**src/rtl/regfile_pkg.sv**
```systemverilog
// regfile_pkg: shared defaults and helpers for the pipeline register file.
//   REGFILE_N / REGFILE_DEPTH / REGFILE_ADDR_W : default data width, entry
//   count and address width.
//   addr_in_range() : true when an address selects an implemented entry.
package regfile_pkg;

  localparam int REGFILE_N      = 16;
  localparam int REGFILE_DEPTH  = 8;
  localparam int REGFILE_ADDR_W = 3;

  function automatic logic addr_in_range(input int unsigned addr, input int unsigned depth);
    return addr < depth;
  endfunction

endpackage

```
**src/rtl/register_file_if.sv**
```systemverilog
// register_file_if: read, writeback and issue signals of the register file.
//   master : decode/writeback side (drives requests, receives data/status)
//   slave  : register file side
// Read handshake: a read is taken on any rising edge where rd_en=1 and
// hazard=0; its data appears with a one-cycle rd_valid pulse after that edge.
// With hazard=1 the request is simply not taken and must be held or retried.
interface register_file_if #(
  parameter int N      = 16,
  parameter int DEPTH  = 8,
  parameter int ADDR_W = 3
) ();

  logic              rd_en;
  logic [ADDR_W-1:0] rd_addr_a;
  logic [ADDR_W-1:0] rd_addr_b;
  logic [N-1:0]      rd_data_a;
  logic [N-1:0]      rd_data_b;
  logic              rd_valid;
  logic              hazard;
  logic              wr_en;
  logic [ADDR_W-1:0] wr_addr;
  logic [N-1:0]      wr_data;
  logic              issue_en;
  logic [ADDR_W-1:0] issue_addr;
  logic [DEPTH-1:0]  pending;

  modport master (
    output rd_en, rd_addr_a, rd_addr_b, wr_en, wr_addr, wr_data, issue_en, issue_addr,
    input  rd_data_a, rd_data_b, rd_valid, hazard, pending
  );

  modport slave (
    input  rd_en, rd_addr_a, rd_addr_b, wr_en, wr_addr, wr_data, issue_en, issue_addr,
    output rd_data_a, rd_data_b, rd_valid, hazard, pending
  );

endinterface

```
**src/rtl/regfile_scoreboard.sv**
```systemverilog
// regfile_scoreboard: per-entry pending-write bits and read hazard lookup.
//   clk, reset              : clock, synchronous active-high reset
//   issue_en, issue_addr    : mark a destination pending
//   wr_en, wr_addr          : writeback clears the destination's pending bit
//   rd_en, rd_addr_a/b      : current read request
//   pending                 : registered scoreboard bits
//   hazard                  : combinational, read sources a pending entry
// Optional build macro: REGFILE_BYPASS_EN masks a source whose writeback
// lands in the same cycle, since the read port captures that data directly.
module regfile_scoreboard
  import regfile_pkg::*;
#(
  parameter int DEPTH  = REGFILE_DEPTH,
  parameter int ADDR_W = REGFILE_ADDR_W
) (
  input  logic              clk,
  input  logic              reset,
  input  logic              issue_en,
  input  logic [ADDR_W-1:0] issue_addr,
  input  logic              wr_en,
  input  logic [ADDR_W-1:0] wr_addr,
  input  logic              rd_en,
  input  logic [ADDR_W-1:0] rd_addr_a,
  input  logic [ADDR_W-1:0] rd_addr_b,
  output logic [DEPTH-1:0]  pending,
  output logic              hazard
);

  logic [DEPTH-1:0] pending_q;
  logic [DEPTH-1:0] pending_d;
  logic             src_hit_a;
  logic             src_hit_b;

  // Addresses at or above DEPTH never match an index, so out-of-range issue
  // and write requests fall through untouched and never report pending.
  function automatic logic src_pending(input logic [DEPTH-1:0] bits,
                                       input logic [ADDR_W-1:0] addr);
    logic hit;
    hit = 1'b0;
    for (int i = 0; i < DEPTH; i++) begin
      if (addr == ADDR_W'(i)) hit = bits[i];
    end
    return hit;
  endfunction

  // Issue beats writeback: the newer instruction still owns the entry.
  always_comb begin
    pending_d = pending_q;
    for (int i = 0; i < DEPTH; i++) begin
      if (issue_en && issue_addr == ADDR_W'(i)) begin
        pending_d[i] = 1'b1;
      end else if (wr_en && wr_addr == ADDR_W'(i)) begin
        pending_d[i] = 1'b0;
      end
    end
  end

  always_ff @(posedge clk) begin
    if (reset) pending_q <= '0;
    else       pending_q <= pending_d;
  end

  always_comb begin
    src_hit_a = src_pending(pending_q, rd_addr_a);
    src_hit_b = src_pending(pending_q, rd_addr_b);
`ifdef REGFILE_BYPASS_EN
    if (wr_en && wr_addr == rd_addr_a) src_hit_a = 1'b0;
    if (wr_en && wr_addr == rd_addr_b) src_hit_b = 1'b0;
`endif
  end

  assign hazard  = rd_en & (src_hit_a | src_hit_b);
  assign pending = pending_q;

endmodule

```
**src/rtl/register_file.sv**
```systemverilog
// register_file: multi-entry register file with two registered read ports,
// one write port and a pending-write scoreboard for decode stalls.
//   clk, reset : clock, synchronous active-high reset
//   bus        : register_file_if slave (read request/data, rd_valid, hazard,
//                writeback, issue, pending)
// Optional build macro: REGFILE_BYPASS_EN forwards same-cycle wr_data into a
// read port addressing the written entry. Without it reads see the old value
// and wr_data has no path to any output except through the storage array.
module register_file
  import regfile_pkg::*;
#(
  parameter int N      = REGFILE_N,
  parameter int DEPTH  = REGFILE_DEPTH,
  parameter int ADDR_W = REGFILE_ADDR_W
) (
  input  logic           clk,
  input  logic           reset,
  register_file_if.slave bus
);

  logic [N-1:0] mem_q [DEPTH];
  logic [N-1:0] rd_data_a_q;
  logic [N-1:0] rd_data_b_q;
  logic         rd_valid_q;
  logic [N-1:0] src_a;
  logic [N-1:0] src_b;
  logic         hazard;
  logic         accept;

  // Out-of-range addresses match no entry and read as zero.
  function automatic logic [N-1:0] lookup(input logic [ADDR_W-1:0] addr);
    logic [N-1:0] val;
    val = '0;
    for (int i = 0; i < DEPTH; i++) begin
      if (addr == ADDR_W'(i)) val = mem_q[i];
    end
    return val;
  endfunction

  regfile_scoreboard #(
    .DEPTH  (DEPTH),
    .ADDR_W (ADDR_W)
  ) u_scoreboard (
    .clk        (clk),
    .reset      (reset),
    .issue_en   (bus.issue_en),
    .issue_addr (bus.issue_addr),
    .wr_en      (bus.wr_en),
    .wr_addr    (bus.wr_addr),
    .rd_en      (bus.rd_en),
    .rd_addr_a  (bus.rd_addr_a),
    .rd_addr_b  (bus.rd_addr_b),
    .pending    (bus.pending),
    .hazard     (hazard)
  );

  always_comb begin
    src_a = lookup(bus.rd_addr_a);
    src_b = lookup(bus.rd_addr_b);
`ifdef REGFILE_BYPASS_EN
    if (bus.wr_en && addr_in_range(32'(bus.wr_addr), DEPTH)) begin
      if (bus.wr_addr == bus.rd_addr_a) src_a = bus.wr_data;
      if (bus.wr_addr == bus.rd_addr_b) src_b = bus.wr_data;
    end
`endif
  end

  assign accept = bus.rd_en & ~hazard;

  always_ff @(posedge clk) begin
    if (reset) begin
      for (int i = 0; i < DEPTH; i++) mem_q[i] <= '0;
      rd_data_a_q <= '0;
      rd_data_b_q <= '0;
      rd_valid_q  <= 1'b0;
    end else begin
      for (int i = 0; i < DEPTH; i++) begin
        if (bus.wr_en && bus.wr_addr == ADDR_W'(i)) mem_q[i] <= bus.wr_data;
      end
      rd_valid_q <= accept;
      if (accept) begin
        rd_data_a_q <= src_a;
        rd_data_b_q <= src_b;
      end
    end
  end

  assign bus.rd_data_a = rd_data_a_q;
  assign bus.rd_data_b = rd_data_b_q;
  assign bus.rd_valid  = rd_valid_q;
  assign bus.hazard    = hazard;

endmodule
```
**src/flat_wrapper.sv**
```systemverilog
// flat-port wrapper written by rule: the top's interface ports become plain ports
module register_file_flat import regfile_pkg::*;
#(
  parameter int N      = REGFILE_N,
  parameter int DEPTH  = REGFILE_DEPTH,
  parameter int ADDR_W = REGFILE_ADDR_W
)
  (clk, reset, bus_rd_en, bus_rd_addr_a, bus_rd_addr_b, bus_wr_en, bus_wr_addr, bus_wr_data, bus_issue_en, bus_issue_addr, bus_rd_data_a, bus_rd_data_b, bus_rd_valid, bus_hazard, bus_pending);
  register_file_if #(.N(N), .DEPTH(DEPTH), .ADDR_W(ADDR_W)) bus_i ();
  input  logic clk;
  input  logic reset;
  input wire logic [$bits(bus_i.rd_en)-1:0] bus_rd_en;
  input wire logic [$bits(bus_i.rd_addr_a)-1:0] bus_rd_addr_a;
  input wire logic [$bits(bus_i.rd_addr_b)-1:0] bus_rd_addr_b;
  input wire logic [$bits(bus_i.wr_en)-1:0] bus_wr_en;
  input wire logic [$bits(bus_i.wr_addr)-1:0] bus_wr_addr;
  input wire logic [$bits(bus_i.wr_data)-1:0] bus_wr_data;
  input wire logic [$bits(bus_i.issue_en)-1:0] bus_issue_en;
  input wire logic [$bits(bus_i.issue_addr)-1:0] bus_issue_addr;
  output wire logic [$bits(bus_i.rd_data_a)-1:0] bus_rd_data_a;
  output wire logic [$bits(bus_i.rd_data_b)-1:0] bus_rd_data_b;
  output wire logic [$bits(bus_i.rd_valid)-1:0] bus_rd_valid;
  output wire logic [$bits(bus_i.hazard)-1:0] bus_hazard;
  output wire logic [$bits(bus_i.pending)-1:0] bus_pending;
  assign bus_i.rd_en = bus_rd_en;
  assign bus_i.rd_addr_a = bus_rd_addr_a;
  assign bus_i.rd_addr_b = bus_rd_addr_b;
  assign bus_i.wr_en = bus_wr_en;
  assign bus_i.wr_addr = bus_wr_addr;
  assign bus_i.wr_data = bus_wr_data;
  assign bus_i.issue_en = bus_issue_en;
  assign bus_i.issue_addr = bus_issue_addr;
  assign bus_rd_data_a = bus_i.rd_data_a;
  assign bus_rd_data_b = bus_i.rd_data_b;
  assign bus_rd_valid = bus_i.rd_valid;
  assign bus_hazard = bus_i.hazard;
  assign bus_pending = bus_i.pending;
  register_file #(.N(N), .DEPTH(DEPTH), .ADDR_W(ADDR_W)) u_core (.clk(clk), .reset(reset), .bus(bus_i));
endmodule
```
**config.mk**
```make
export PLATFORM = sky130hd
export DESIGN_NAME = register_file_flat
export DESIGN_NICKNAME = d
export VERILOG_FILES = /design/src/rtl/regfile_pkg.sv /design/src/rtl/register_file_if.sv /design/src/rtl/regfile_scoreboard.sv /design/src/rtl/register_file.sv /design/src/flat_wrapper.sv
export SDC_FILE = /design/constraint.sdc
export NUM_CORES = 1
export LEC_CHECK = 0
export ABC_AREA = 1
export BUFFER_PORTS_ARGS = -buffer_cell sky130_fd_sc_hd__buf_4
export CORE_UTILIZATION = 30
export CTS_CLUSTER_SIZE = 20
export DETAILED_ROUTE_END_ITERATION = 8
export MAX_ROUTING_LAYER = met4
export SETUP_SLACK_MARGIN = 0.5
export SKIP_LAST_GASP = 1
export SLEW_MARGIN = 20
export SYNTH_ARGS = -nofsm -noshare
export SYNTH_HDL_FRONTEND = slang
export SYNTH_HIERARCHICAL = 1
export SYNTH_SLANG_ARGS = --single-unit
```
**constraint.sdc**
```tcl
create_clock -name clk -period 2.6 [get_ports clk]
set_input_delay 0.26 -clock clk [delete_from_list [all_inputs] [get_ports clk]]
set_output_delay 0.26 -clock clk [all_outputs]
set_load 0.05 [all_outputs]
```
==> qor.yml <==
sta:
  skew_ns: 0.0134
  period_share_pct: 71.6
  finalHoldViolCount: 0
  min_period_ns: 1.86
  worst_pin_slew_ns: 0.812
  tns_ns: 0
  fmax_mhz: 537
  maxSlewViolCount: 0
  slew_headroom_pct: 45.7
  rsz0062_at_grt: "no"
  setup_viol: 0
  hold_ws_ns: 0.120
logic_synthesis:
  synthTopCellsByArea: "edfxtp_1 46%, dfxtp_1 9.8%, nor2_1 9.6%, nand2_1 8.9%, nand4_1 6.8%"
  synth_top_area_share_pct: 45.8
  seq_area_frac_synth_pct: 55.6
  avgSynthCellArea_um2: 8.26
  netlist_area_mm2: 0.00840
  synth_cell_types: 21
  synth_nets: 1049
  ys_ff_latch: 169
  synth_top_cell_by_area: "edfxtp_1"
  yosysWarnings: 6
  netlist_instances: 1016
layout:
  layout-drive-gt1-share_pct: 14.5
  nNetsFinal: 1119
  nFillCells: 2817
  final_common_cell: "nor2_1"
  layout_common_cells: "212 x nor2_1, 198 x nand2_1, 128 x edfxtp_1, 106 x buf_4, 93 x inv_1"
  area_delta_synth_final_pct: 19.6
  utilization_pct: 37.0
  postLayoutCellArea_mm2: 0.0100
  diodes: 0
  layoutNonFillerInstCount: 1471
global_routing:
  grt_pass1_wl_mm: 40.0
  grt.overflow.total: 0
  antenna_found_initial: 0
  grt_usage_pct: 18.9
  grt_start_max_net_pins: 59
  grt_pass1_vias: 7233
die:
  ios: 75
  rows: 60
  coreArea_mm2: 0.0272
  die_h_um: 169
  dieArea_mm2: 0.0287
  initial_core_util_pct: 30.9
  die_w_um: 169
pwr:
  p_sw_share_pct: 28.6
  power.density_mw_per_mm2: 666
  p_seq_share_pct: 47.9
  clkPwrFrac_pct: 37.8
  p_int_mw: 4.78
  net-switching-power_mw: 1.91
  peakVddDrop_mv: 0.266
  leakage_nw: 4.10
  pwr-share-comb_pct: 14.3
clock_tree:
  cts_buffer_depth: 2
  htree_levels: 4
  cts-root-buf: "clkbuf_16"
  path_clk_slew_ns: 0.07
  cts_tree: "done"
  cts_num_sinks: 169
  clk_latency_ns: 0.44
  post_cts_buffers: 0
  cts_inserted_buffers: 17
placed_design:
  gp_congestion: 0.888
  place_area_mm2: 0.00945
  hpwlAfterDp_mm: 17.2
  dp.cells: 1439
  io_buffers: 74
drt:
  routed-via-count: 7524
  routed_wirelength_mm: 25.9
  via_per_inst: 5.11
  firstDrtPassIters: 5
  drt_iter0_drc: 703
  avgRoutedWirePerCell_um: 17.6
  drcViolationCount: 0
  ant_nets: 0
setup_path:
  max_stage_delay_ns: 0.36
  cp_data_arrival_time_ns: 2.22
  crit_fanout: 58
  crit_type: "reg -> reg"
  crit_required_ns: 2.95
  crit_chain: "inv_1 -> nand2_1 -> nand3_1 -> o21ai_1 -> nand2_1 -> nand2_1 -> nor2_2 -> nor2_4 -> nor2_1 -> inv_1 -> buf_6 -> a21oi_1 -> nand2_1 -> a21oi_1"
  crit_path_top_delay_cell: "dfxtp_4"
  end_kind: "flip-flop"
  cp-start-kind: "flip-flop"
  crit_top_cell: "nand2_1"
job:
  cap_violations: 0
run_status:
  status: "complete, no violations"
hold_path:
  hp-class: "in -> reg"
[per-layer routing]
metal	vias up	global-route usage, %	part of all wire [%]
met5	-	-	0
met4	0	7.44	2.5
met3	54	3.15	6.0
met2	289	31.9	51
met1	3614	22.4	41
li1	3567	-	-
[power groups by stage]
stage,Combinational (mW),Sequential [mW],Clock [mW]
2_1_floorplan,0.452,3.39,0
3_3_place_gp,0.943,3.25,0
3_5_place_dp,0.953,3.26,0
4_1_cts,0.956,3.20,2.57
5_1_grt,1.04,3.22,2.68
6_report,0.957,3.20,2.53
[logic make-up after synthesis]
| group | Yosys count | synth area share (%) |
|---|---|---|
| AO/OA/AOI/OAI | 110 | 6.62 |
| buffers and inverters | 154 | 7.38 |
| flip-flops | 169 | 55.6 |
| AND/OR/NAND/NOR | 583 | 30.4 |
[repair_timing]
item	CTS	global route
endpoints found under the setup margin	0	27
hold buffers	0	0
resized for setup	0	3
hold endpoints to repair	0	0
[cells in the mapped netlist]
| master | count |
|---|---|
| a21oi_1 | 92 |
| buf_1 | 3 |
| buf_2 | 24 |
| buf_4 | 3 |
| clkbuf_1 | 26 |
| dfxtp_1 | 41 |
| edfxtp_1 | 128 |
| inv_1 | 93 |
| inv_2 | 5 |
| nand2_1 | 198 |
| nand3_1 | 68 |
| nand4_1 | 91 |
| nor2_1 | 214 |
| nor3_1 | 6 |
| nor3_2 | 3 |
| nor3_4 | 2 |
| nor3b_1 | 1 |
| o211ai_1 | 1 |
| o21ai_0 | 15 |
| o21ai_1 | 1 |
| o31ai_1 | 1 |
[worst paths after layout]
kind                                       start                        endpoint  slack [ns]  depth (start not counted)
setup / recovery  u_core/u_scoreboard/pending[6]        u_core/bus.rd_data_a[14]        0.74                         14
hold / removal                 bus_issue_addr[1]  u_core/u_scoreboard/pending[5]        0.12                          4
setup reg to reg  u_core/u_scoreboard/pending[6]        u_core/bus.rd_data_a[14]        0.74                         14
hold reg to reg          u_core/bus.rd_data_a[0]         u_core/bus.rd_data_a[0]        0.47                          2
[state kept, by name (all words and copies together) (netlist names)]
register                     count
u_core/bus.rd_data_b            16
u_core/bus.rd_valid              1
u_core/bus.rd_data_a            16
u_core/mem_q                   128
u_core/u_scoreboard/pending      8
[cell type report]
class                      count  area (µm²)  share of cell area [%]
inverter                      98         368                    3.66
tap                          372         465                    4.63
clock inverter                10        76.3                   0.760
multi-input combinational    693        3130                    31.2
timing repair buffer         107         807                    8.04
sequential                   169        4690                    46.7
clock buffer                  22         507                    5.05
[critical path: cells and delay by family (launching register included)]
family                 cells  cell delay (ns)
AND/OR/NAND/NOR            8             0.66
flip-flops                 1             0.36
buffers and inverters      3             0.36
AO/OA/AOI/OAI              3             0.36
[stage by stage]
step,power [mW],setup slack (ns)
4_1_cts,6.72,0.620
3_5_place_dp,4.21,0.423
2_1_floorplan,3.84,0.461
6_report,6.68,0.739
3_3_place_gp,4.20,0.466
5_1_grt,6.94,0.508
Power figures use the tool's default switching activity.
